[src/rtl/tbl_loader_pkg.sv]
// Shared constants and state type for the math seed table write-side sequencer.
package tbl_loader_pkg;

  localparam int TBL_DEPTH   = 320;
  localparam int TBL_AW      = 9;
  localparam int TBL_DW      = 68;
  localparam int TBL_IDX_LSB = 45;
  localparam int TBL_IDX_MSB = 53;

  typedef enum logic [1:0] {
    TBL_LD_IDLE = 2'd0,
    TBL_LD_LOAD = 2'd1,
    TBL_LD_FIN  = 2'd2
  } tbl_ld_state_t;

endpackage

[src/rtl/tbl_loader.sv]
// Streams entries into the math seed table at consecutive indices from a programmed base,
// reporting busy/done/range-error and an XOR checksum of what was written.
//
// Handshake: a beat transfers on any rising clk where in_valid && in_ready. in_ready is
// high exactly while in LOAD and does not depend on in_valid; in_data must be stable
// while in_valid is high.
module tbl_loader
  import tbl_loader_pkg::*;
#(
  parameter int DEPTH = TBL_DEPTH,
  parameter int AW    = TBL_AW,
  parameter int DW    = TBL_DW
) (
  input  logic          clk,
  input  logic          rst,
  input  logic          start,
  input  logic [AW-1:0] base,
  input  logic [AW:0]   count,
  input  logic          in_valid,
  input  logic [DW-1:0] in_data,
  output logic          in_ready,
  output logic [DW-1:0] tbl_A,
  output logic [DW-1:0] tbl_B,
  output logic          tbl_is_write,
  output logic          busy,
  output logic          done,
  output logic          err,
  output logic [DW-1:0] xsum,
  output tbl_ld_state_t dbg_state
);

  tbl_ld_state_t state_q, state_d;
  logic [AW-1:0] addr_q;
  logic [AW:0]   rem_q;
  logic          accept;
  logic          range_bad;
  logic          start_ok;
  logic          err_d;
  logic [DW-1:0] b_word;

  // One extra bit of headroom so base+count cannot overflow before the compare.
  assign range_bad = ({2'b00, base} + {1'b0, count}) > (AW + 2)'(DEPTH);
  assign in_ready  = (state_q == TBL_LD_LOAD);
  assign accept    = in_valid && (state_q == TBL_LD_LOAD);
  assign start_ok  = start && (state_q == TBL_LD_IDLE) && !range_bad;
  assign dbg_state = state_q;

  always_comb begin
    b_word = '0;
    b_word[TBL_IDX_MSB:TBL_IDX_LSB] = addr_q;
  end

  always_comb begin
    state_d = state_q;
    err_d   = 1'b0;
    case (state_q)
      TBL_LD_IDLE: begin
        if (start) begin
          if (range_bad)        err_d   = 1'b1;
          else if (count == '0) state_d = TBL_LD_FIN;
          else                  state_d = TBL_LD_LOAD;
        end
      end
      TBL_LD_LOAD: begin
        if (accept && rem_q == (AW + 1)'(1)) state_d = TBL_LD_FIN;
      end
      TBL_LD_FIN:  state_d = TBL_LD_IDLE;
      default:     state_d = TBL_LD_IDLE;
    endcase
  end

  // done and busy are registered from the next state so done lands in the FIN cycle,
  // alongside the write produced by the final accept.
  always_ff @(posedge clk or posedge rst) begin
    if (rst) begin
      state_q      <= TBL_LD_IDLE;
      addr_q       <= '0;
      rem_q        <= '0;
      tbl_A        <= '0;
      tbl_B        <= '0;
      tbl_is_write <= 1'b0;
      busy         <= 1'b0;
      done         <= 1'b0;
      err          <= 1'b0;
      xsum         <= '0;
    end else begin
      state_q      <= state_d;
      busy         <= (state_d != TBL_LD_IDLE);
      done         <= (state_d == TBL_LD_FIN);
      err          <= err_d;
      tbl_is_write <= accept;
      if (start_ok) begin
        addr_q <= base;
        rem_q  <= count;
        xsum   <= '0;
      end else if (accept) begin
        tbl_A  <= in_data;
        tbl_B  <= b_word;
        xsum   <= xsum ^ in_data;
        addr_q <= addr_q + AW'(1);
        rem_q  <= rem_q - (AW + 1)'(1);
      end
    end
  end

endmodule
[config.mk]
export PLATFORM = sky130hd
export DESIGN_NAME = tbl_loader
export DESIGN_NICKNAME = d
export VERILOG_FILES = /design/src/rtl/tbl_loader_pkg.sv /design/src/rtl/tbl_loader.sv
export SDC_FILE = /design/constraint.sdc
export NUM_CORES = 1
export LEC_CHECK = 0
export CORE_AREA = 2 2 131 133
export CTS_BUF_LIST = sky130_fd_sc_hd__clkbuf_8 sky130_fd_sc_hd__clkbuf_16
export CTS_CLUSTER_DIAMETER = 120
export DETAILED_ROUTE_END_ITERATION = 7
export DIE_AREA = 0 0 133 135
export GPL_ROUTABILITY_DRIVEN = 0
export HOLD_SLACK_MARGIN = 0.12
export PLACE_DENSITY_LB_ADDON = 0.08
export RECOVER_POWER = 100
export SETUP_SLACK_MARGIN = 0.3
export SYNTH_ARGS = -nofsm -noshare
export SYNTH_HDL_FRONTEND = slang
export SYNTH_SLANG_ARGS = --single-unit
export TNS_END_PERCENT = 30
[constraint.sdc]
create_clock -name clk -period 17.6 [get_ports clk]
set_input_delay 3.52 -clock clk [delete_from_list [all_inputs] [get_ports clk]]
set_output_delay 3.52 -clock clk [all_outputs]
set_load 0.01 [all_outputs]
==> results.md, run 1 <==
* Status: finished, violations left
* Failing checks: max-capacitance violations, max-slew violations
* DR DRC count at 0
* TritonRoute pass-1 iters at 4
* Largest net degree at the start of global routing at roughly 100
* Grt total ovfl at 0
* Hold buffer count at cts at 0
* Synthesized area per cell at roughly 9.8 sq um
* Fmax at between 100 and 150 MHz
* Max-slew violations at 413
* Share of layout cells above drive strength 1 at 4.23%
* Flops & latches, synth at 170
* Fin area at 10700 sq um
* Max cap viols at 5
* Crit path max-delay cell type: clkbuf_1
* Total chip power at 1760 uW
* Slew of the pin with the lowest slew margin at approximately 4400 ps
* I/O Buffers at between 200 and 250
* Most frequent cells in the layout: 247 x nand2_1, 170 x dfrtp_1, 156 x dlygate4sd3_1
* Slowest stage delay, CP at approximately 2800 ps
* Final hold viol count at 0
* Hold path startpoint: tbl_A[35]$_DFFE_PP0P_
* Antenna-violating nets left at 0
* Top cell type's share of synthesized area at a little over half
* I/O pins at just over 300
* Chip Width at 133 um
* Layout net count at around 1.1k
* Setup TNS at 0 ps
* Initial antenna violation count at 0
* WL per Instance at between 15 and 20 um
* Antenna diode count at 0
* Final worst-path cycle share at a little over half
* Die ar. at ~18000 sq um
* Fin crit period at roughly 9600 ps
* FILL cells at 1374
* Hold path depth at 2
* WP data arrival at a little over 9000 ps
* Min-Delay Path Class: flip-flop to flip-flop
* Sequential share of the synthesized area at between 50% and 60%
* Layout area overhead at 36.7%
* FP Rows at 47
* Reg2Reg Launch Point: dbg_state[0]$_DFF_PP0_
* Die height at roughly 140 um
* Critical path peak fanout at 98
* Number of enable flip-flop cells after synthesis at 0
* Total GRT Usage at between 20% and 30%
* Leakage at roughly 0.0052 uW
* Synthesized area at slightly below 8000 sq um
* DRT iter0 DRCs at between 300 and 400
* Vias in the first global route at 5881
* Element type at the critical path end: async pin
* Crit start category: input port
* CTS max path bufs at 2
* Worst skew pair latency at between 400 and 500 ps
* Placed inst area at 10200 sq um
* PostCTS Resize Cnt at 0
* Post-synth ARST share at between 90% and 100%
* FF-to-FF setup slack at around 13000 ps
* Library cells used by synthesis at 56
* R2R cell count at 5
* Global-route wire length before repair at roughly 31000 um
* Post-detail-place hpwl at approximately 13000 um
* RSZ-0062 raised after global routing: no
* Setup CP Type: input port to async pin
* Initial cell density of the core at between 40% and 50%
* CTS clock-pin slew for the worst setup and hold paths at roughly 60 ps
* DR vias/cell at about 4.7
* Routed vias at between 5k and 6k
* Synth Flop Type: dfrtp_1
* Post-Route WL at 19300 um
* Crit path launch: rst
* Clock skew at about 9.0 ps
* TritonCTS buffer count at 17
* Setup violators final at 0
* Cell taking the most area after synthesis: dfrtp_1
* Post-Synthesis Cells at between 800 and 900
* Worst Hold Path EP: tbl_A[35]$_DFFE_PP0P_
* Pwr per Cell Area at between 150 and 200 nW/um^2
* Required @ worst endpoint at approximately 17000 ps
* Clock tree sinks at 170
* Setup Fix Bufs, Post-CTS at 0
* Crit path cell chain: dlygate4sd3_1 -> clkinvlp_2 -> clkbuf_1
* Peak VDD IR at between 0.08 and 0.09 mV
* Max-slew headroom at -191%
* Commonest non-fill, non-tap cell in the layout: nand2_1
* TritonCTS clock tree: built
* Yosys Warn Count at 0
* Floorplan core area at approximately 16000 sq um
* H-tree levels at 4
* Top cells by area, synth: dfrtp_1 54%, nand2_1 12%, xor2_1 8.3%
* Crit Reg-Reg Endpoint: addr_q[2]$_DFFE_PP0P_
* Clock root buffer: clkbuf_16
==> cell usage after synthesis (5+ instances only) <==
master	instances
buf_4	62
o21ai_0	8
nor4_1	5
xor2_1	74
inv_1	13
xnor2_1	5
nand4_1	10
buf_6	7
ha_1	12
clkbuf_1	18
nor3_1	5
and3_1	5
nor2_1	77
nand2_1	248
o211ai_1	8
mux2_4	5
dfrtp_1	170
nand3_1	7
==> final cells by class <==
class                      instances  area, sq um  share of cell area, %
timing repair buffer             246         2440                   22.8
clock buffer                      22          494                   4.61
inverter                          13         50.0                  0.466
multi-input combinational        582         3080                   28.7
clock inverter                     8          133                   1.24
sequential                       170         4250                   39.6
tap                              220          275                   2.57
==> kinds of logic (layout without fill, tap and decap cells) <==
kind of cell | count (synthesis) | after routing | synth area share (%)
multiplexers | 10 | 10 | 1.66
adder cells (fa/ha/maj) | 13 | 13 | 2.17
XOR/XNOR | 79 | 79 | 8.82
other | 1 | 59 | 0.0478
buffers and inverters | 107 | 289 | 8.93
AND/OR/NAND/NOR | 383 | 383 | 20.3
flip-flops | 170 | 170 | 54.2
AO/OA/AOI/OAI | 38 | 38 | 3.89
==> per-stage QoR <==
stage / hold WS, ps / utilization, % / cells / worst slack, ps
detailed placement: 462 / 61.9 / 1231 / 9790
CTS: 477 / 65.7 / 1261 / 10220
global placement: 458 / 61.9 / 1231 / 9850
floorplan: 459 / - / 859 / 9480
global route: 490 / 65.4 / 1261 / 6660
finish: 468 / 65.4 / 1261 / 7950
==> routing by layer <==
layer	global-route usage (%)	routed length [um]	vias up
li1	-	-	2897
met1	27.8	8290	2820
met2	34.8	8880	236
met3	8.26	1810	28
met4	8.00	363	0
met5	0	0	-
==> critical path: cells and delay by family <==
family,cells,cell delay (ps)
buffers and inverters,3,5670
==> flip-flops by register name, summed over array words and instances, names as in the netlist <==
signal	flops
tbl_is_write	1
busy	1
addr_q	9
rem_q	10
err	1
tbl_B	9
dbg_state	2
tbl_A	68
done	1
xsum	68
==> how the worst max path moves through the flow <==
stage                        endpoint  slack [ps]
2_1_floorplan   addr_q[0]$_DFFE_PP0P_        9480
3_3_place_gp    addr_q[4]$_DFFE_PP0P_        9850
3_5_place_dp    addr_q[2]$_DFFE_PP0P_        9790
4_1_cts         addr_q[4]$_DFFE_PP0P_       10220
5_1_grt         addr_q[5]$_DFFE_PP0P_        6660
6_report       tbl_is_write$_DFF_PP0_        7950
==> power breakdown <==
part           total (uW)  internal (uW)  switching (uW)
clock                 399            242             157
combinational         686            342             344
sequential            675            566             109
Power figures use the tool's default switching activity.
==> run 2, diff against run 1 <==
- CORE_AREA: 2 2 131 133 -> 2 2 137 139
- DIE_AREA: 0 0 133 135 -> 0 0 139 141
- clock period: 17.6 -> 10.05 ns (I/O delays scaled with it)
==> results.md, run 2 (synthesized netlist as in run 1, its figures left out) <==
* FP Rows at 50 (+6.4%)
* DRT iter0 DRCs at 369 (+6.3%)
* Die height at 141 um (+4.4%)
* Fin area at 10700 sq um (-0.12%)
* Post-detail-place hpwl at 13400 um (+1.9%)
* Fmax at 154 MHz
* Share of layout cells above drive strength 1 at 4.51% (+0.28 points)
* Sequential Power Share at 38.6% (+0.3 points)
* Most frequent cells in the layout: 248 x nand2_1, 170 x dfrtp_1, 155 x dlygate4sd3_1
* Commonest non-fill, non-tap cell in the layout: nand2_1
* R2R cell count at 8 (+3)
* Slew of the pin with the lowest slew margin at 4570 ps (+204 ps)
* Initial antenna violation count at 0 (unchanged)
* I/O pins at 302 (unchanged)
* P_sw at 1090 uW (+79%)
* Required @ worst endpoint at 10360 ps (-6910 ps)
* Initial cell density of the core at 43.0% (-4.9 points)
* Layout area overhead at 36.6%
* Internal power at 1960 uW (+71%)
* I/O Buffers at 242 (unchanged)
* Total GRT Usage at 20.7% (-1.3 points)
* Setup CP Type: input port to flip-flop
* RSZ-0062 raised after global routing: no
* Clock root buffer: clkbuf_16
* DR vias/cell at 4.68 (-1.4%)
* Combinational Power Share at 39.7% (+0.7 points)
* Failing checks: max-capacitance violations, max-slew violations
* Antenna-violating nets left at 0 (unchanged)
* Routed vias at 5973 (-0.13%)
* Total chip power at 3060 uW (+74%)
* Element type at the critical path end: flip-flop
* Final hold viol count at 0 (unchanged)
* Max-slew violations at 286 (-31%)
* Status: finished, violations left
* Largest regs: tbl_A x68, xsum x68, rem_q x10
* Post-Route WL at 19700 um (+2.0%)
* Min-Delay Path Class: flip-flop to flip-flop
* Max cap viols at 3 (-2)
* Post-Place Cells at 1246 (+1.2%)
* CTS max path bufs at 2 (unchanged)
* H-tree levels at 4 (unchanged)
* Floorplan core area at 18300 sq um (+11%)
* Layout net count at 1135 (+0.088%)
* Worst skew pair latency at 430 ps (about the same)
* Global-route wire length before repair at 32000 um (+3.4%)
* Hold buffer count at cts at 0 (unchanged)
* Chip Width at 139 um (+4.5%)
* WP data arrival at 6800 ps (-2510 ps)
* Clock skew at 10.5 ps (+1.47 ps)
* WL per Instance at 15.4 um (+0.69%)
* Hold path depth at 2 (unchanged)
* Part of the power in the clock network at 21.7% (-1.0 points)
* Final worst-path cycle share at between 60 and 70%
* Vias in the first global route at 5996 (+2.0%)
* Crit start category: input port
* Leakage at 0.00515 uW (-0.55%)
* PostCTS Resize Cnt at 0 (unchanged)
* TritonCTS buffer count at 17 (unchanged)
* TritonRoute pass-1 iters at 4 (unchanged)
* Setup TNS at 0 ps (unchanged)
* Largest net degree at the start of global routing at 107 (+8.1%)
* TritonCTS clock tree: built
* Die ar. at 19600 sq um (+9.2%)
* Grt total ovfl at 0 (unchanged)
* Pwr per Cell Area at 285 nW/um^2 (+74%)
* Peak VDD IR at 0.138 mV (+68%)
* DR DRC count at 0 (unchanged)
* Max-slew headroom at -206% (-15 points)
* Setup Fix Bufs, Post-CTS at 0 (unchanged)
* Switching share of power at 35.8% (+1.1 points)
* CTS clock-pin slew for the worst setup and hold paths at 60 ps (about the same)
* Final non-filler cell total at 1277 (+1.3%)
* Setup violators final at 0 (unchanged)
* Placed inst area at 10200 sq um (+0.25%)
* Antenna diode count at 0 (unchanged)
* Fin crit period at between 6000 and 7000 ps
* Clock tree sinks at 170 (unchanged)
* Critical path peak fanout at 85 (-13%)
run 2: changes by cell type in the layout (fill, tap and decap cells not counted), sizes merged:
cell / before / now
clkbuf: 24 / 19
inv: 14 / 17
clkinv: 2 / 4
clkinvlp: 2 / 4
buf: 2 / 3
bufinv: 3 / 2
clkdlybuf4s50: 86 / 87
dlygate4sd3: 156 / 155
run 2: power by group through the flow:
stage          Combinational [uW]  Clock (uW)  Sequential [uW]
6_report                     1220         664             1180
5_1_grt                      1340         705             1220
4_1_cts                      1330         679             1190
3_5_place_dp                 1330           0             1190
3_3_place_gp                 1310           0             1190
2_1_floorplan                 502           0             1310
run 2: layout make-up:
class / count / area [sq um]
fillers: 1617 / 7550
flip-flops and latches: 170 / 4250
multi-input cells: 582 / 3080
repair buffers: 247 / 2450
clock buffers: 17 / 425
well taps: 234 / 293
clock inverters: 14 / 163
inverters: 13 / 50.0
run 2: path summary, 6_finish.rpt:
path                                               to              startpoint  slack (ps)
min in group asynchronous        xsum[60]$_DFFE_PP0P_                     rst        3440
worst max register to register  addr_q[8]$_DFFE_PP0P_  dbg_state[0]$_DFF_PP0_        4960
worst max-delay path            addr_q[8]$_DFFE_PP0P_                in_valid        3560
max in group asynchronous        xsum[36]$_DFFE_PP0P_                     rst        4300
worst min-delay path            tbl_A[56]$_DFFE_PP0P_   tbl_A[56]$_DFFE_PP0P_         470
worst min register to register  tbl_A[56]$_DFFE_PP0P_   tbl_A[56]$_DFFE_PP0P_         470
run 2: stage by stage:
step	util [%]	hold slack [ps]	setup WS (ps)
after global routing	58.7	488	3000
after detailed placement	55.8	462	4180
after global placement	55.8	458	4240
final	58.7	467	3560
after floorplan	-	459	3440
after CTS	59.0	478	4630
run 2: worst max-delay path, cell delays in order:
cell	delay, ps
dlygate4sd3_1	550
nand2_1	120
clkinv_1	70
clkbuf_1	2870
nand2_1	400
nor3_1	390
xor2_1	100
mux2_2	260
run 2: routing by layer:
layer,GRT usage [%],wire (um),up-vias
li1,-,-,2894
met1,26.3,8410,2816
met2,32.0,9000,234
met3,8.59,1950,29
met4,7.23,373,0
met5,0,0,-
==> variant: new RTL, flow settings as in run 2 <==
The output `err` loses its register stage (`err` becomes a continuous assignment).
--- a/src/rtl/tbl_loader.sv
+++ b/src/rtl/tbl_loader.sv
@@ -81,13 +81,11 @@
       tbl_is_write <= 1'b0;
       busy         <= 1'b0;
       done         <= 1'b0;
-      err          <= 1'b0;
       xsum         <= '0;
     end else begin
       state_q      <= state_d;
       busy         <= (state_d != TBL_LD_IDLE);
       done         <= (state_d == TBL_LD_FIN);
-      err          <= err_d;
       tbl_is_write <= accept;
       if (start_ok) begin
         addr_q <= base;
@@ -103,4 +101,6 @@
     end
   end
 
+  assign err = err_d;
+
 endmodule
Formal check against the unedited RTL: not equivalent (Yosys sat finds a counterexample within 4 cycles, from zero or initial values and one cycle with rst high).
==> variant against run 2 <==
  * The flow still finishes with violations (max-capacitance violations, max-slew violations)
  * Wire length rose by 2.0%
  * Final cell count barely moved
  * Worst hold slack got worse by 0.78 ps
  * Global-route usage rose by 0.076 points
  * Non-clock buffer count did not move
  * Worst setup slack got worse by 1000 ps
  * Sequential cell count fell by 1
  * Total power rose by 1.2%
  * Critical path depth rose by 4
  * Synthesized area fell by 0.32%
  * Design area rose by 0.19%
  * Critical path type is now in -> out
==> variant: results (changes against run 2) <==
| Metric | Value |
|---|---|
| Finished Layout Cells | 1,276 (-0.078%) |
| Max FO, Critical Path | 12 (-86%) |
| Slew of the pin with the lowest slew margin | 4237 ps (-330.0 ps) |
| Placed cell count | 1,245 (-0.080%) |
| Syn avg cell area | 9.780 um^2 (-0.19%) |
| Max-cap violations | 6 (+3) |
| CP arrival | 5520 ps (-1280 ps) |
| Layout cells sized above 1 | 4.415% (-0.092 points) |
| Initial antenna violation count | 0 (unchanged) |
| First-pass GRT wire length | 31.90 mm (-0.32%) |
| Yosys Warn Count | 0 (unchanged) |
| Setup Skew | 5.347 ps (-5.118 ps) |
| Max-slew violations | 316 (+10%) |
| Post-synth ARST share | 100.0% (unchanged) |
| Root Buffer | clkbuf_16 |
| Final net count | 1,134 (-0.088%) |
| Failing checks | max-capacitance violations, max-slew violations |
| Largest net degree at the start of global routing | 97 (-9.3%) |
| # diodes | 0 (unchanged) |
| Static Leak | 5.177 nW (+0.51%) |
| Fillers | 1,608 (-0.56%) |
| Clk buf depth | 2 (unchanged) |
| Worst-path clk slew | 60 ps (about the same) |
| HPWL Detailed | 13.60 mm (+1.6%) |
| Primary FF master, synth | dfrtp_1 |
| Reg2reg end | addr_q[8] |
| Worst Hold Depth | 2 (unchanged) |
| Min-Delay Path Class | reg -> reg |
| Hold EP | tbl_A[37] |
| Worst flop-to-flop path startpoint | dbg_state[0] |
| Post-synthesis sequential area ratio | 54.05% (-0.15 points) |
| Total internal power | 2.010 mW (+2.4%) |
| CTS H-tree lvls | 4 (unchanged) |
| Synth cell types | 56 (unchanged) |
| Vias in the first global route | 5,969 (-0.45%) |
| IO buf count | 242 (unchanged) |
| Drt pass-1 iters | 5 (+1) |
| Setup slack, reg-to-reg | 4030 ps (-930 ps) |
| Largest registers | tbl_A: 68 flops, xsum: 68 flops, rem_q: 10 flops |
| Iter 0 DRT Violations | 316 (-14%) |
| Worst hold start | tbl_A[37] |
| Peak VDD IR | 0.0001406 V (+1.8%) |
| Status | finished with violations |
| Gr usage total | 20.75% (+0.076 points) |
| Detailed Route WL | 20.11 mm (+2.0%) |
| Top cells by area, synth | dfrtp_1 (54%), nand2_1 (12%), xor2_1 (8.3%) |
| CTS buffer count | 17 (unchanged) |
| Top cells by count, synth | nand2_1 (248), dfrtp_1 (169), nor2_1 (77) |
| Hold slack | 466.4 ps (-0.7820 ps) |
| DR vias/cell | 4.724 (+1.0%) |
## variant: power by group through the flow
stage	logic, mW	registers, mW	clock network, mW
2_1_floorplan	0.503	1.30	0
3_3_place_gp	1.32	1.19	0
3_5_place_dp	1.33	1.19	0
4_1_cts	1.34	1.19	0.730
5_1_grt	1.34	1.22	0.757
6_report	1.21	1.17	0.716
## variant: final cells by class
class                           count  area [um^2]  area share (%)
Tap cell                          234        292.8           2.726
Clock inverter                     12        187.7           1.748
Timing Repair Buffer              247         2450           22.81
Multi-Input combinational cell    582         3077           28.65
Clock buffer                       19        452.9           4.218
Sequential cell                   169         4229           39.38
Inverter                           13        50.05          0.4660
## variant: worst max-delay path: stages
cell,delay [ps]
dlygate4sd3_1,580
ha_1,220
inv_1,70
fa_1,200
nor2b_1,90
o21ai_0,230
nand4_1,150
or4_1,480
o211ai_1,420
nand2_1,220
o21a_1,240
dlygate4sd3_1,600
## variant: kinds of logic after synthesis
logic type               count (synthesis)  share of synthesized area (%)
flip-flops                             169                          54.05
multiplexers                            10                          1.663
adder cells (fa/ha/maj)                 13                          2.175
buffers and inverters                  107                          8.956
AND/OR/NAND/NOR                        383                          20.36
XOR/XNOR                                79                          8.844
other                                    1                        0.04793
AO/OA/AOI/OAI                           38                          3.902
## variant: layer usage
metal  GRT usage [%]  vias up  part of all wire [%]
li1                -     2896                     -
met4           5.954        0                   1.5
met1           26.27     2883                    42
met5               0        -                     0
met2           33.03      230                    47
met3           8.458       19                   8.9
## variant: worst max path at each step
stage / slack, ps / endpoint / cells past startpoint / start
detailed placement: 3080 / err / 10 / base[5]
CTS: 3080 / err / 10 / base[5]
finish: 2520 / err / 12 / count[0]
floorplan: 3460 / addr_q[0] / 1 / rst
global route: 2020 / addr_q[8] / 8 / in_valid
global placement: 3130 / err / 10 / base[5]
## variant: stage by stage
step                area (um^2)  worst slack, ps
global placement          10160             3127
CTS                       10800             3080
detailed placement        10160             3081
floorplan                  8041             3465
global route              10740             2017
finish                    10740             2522
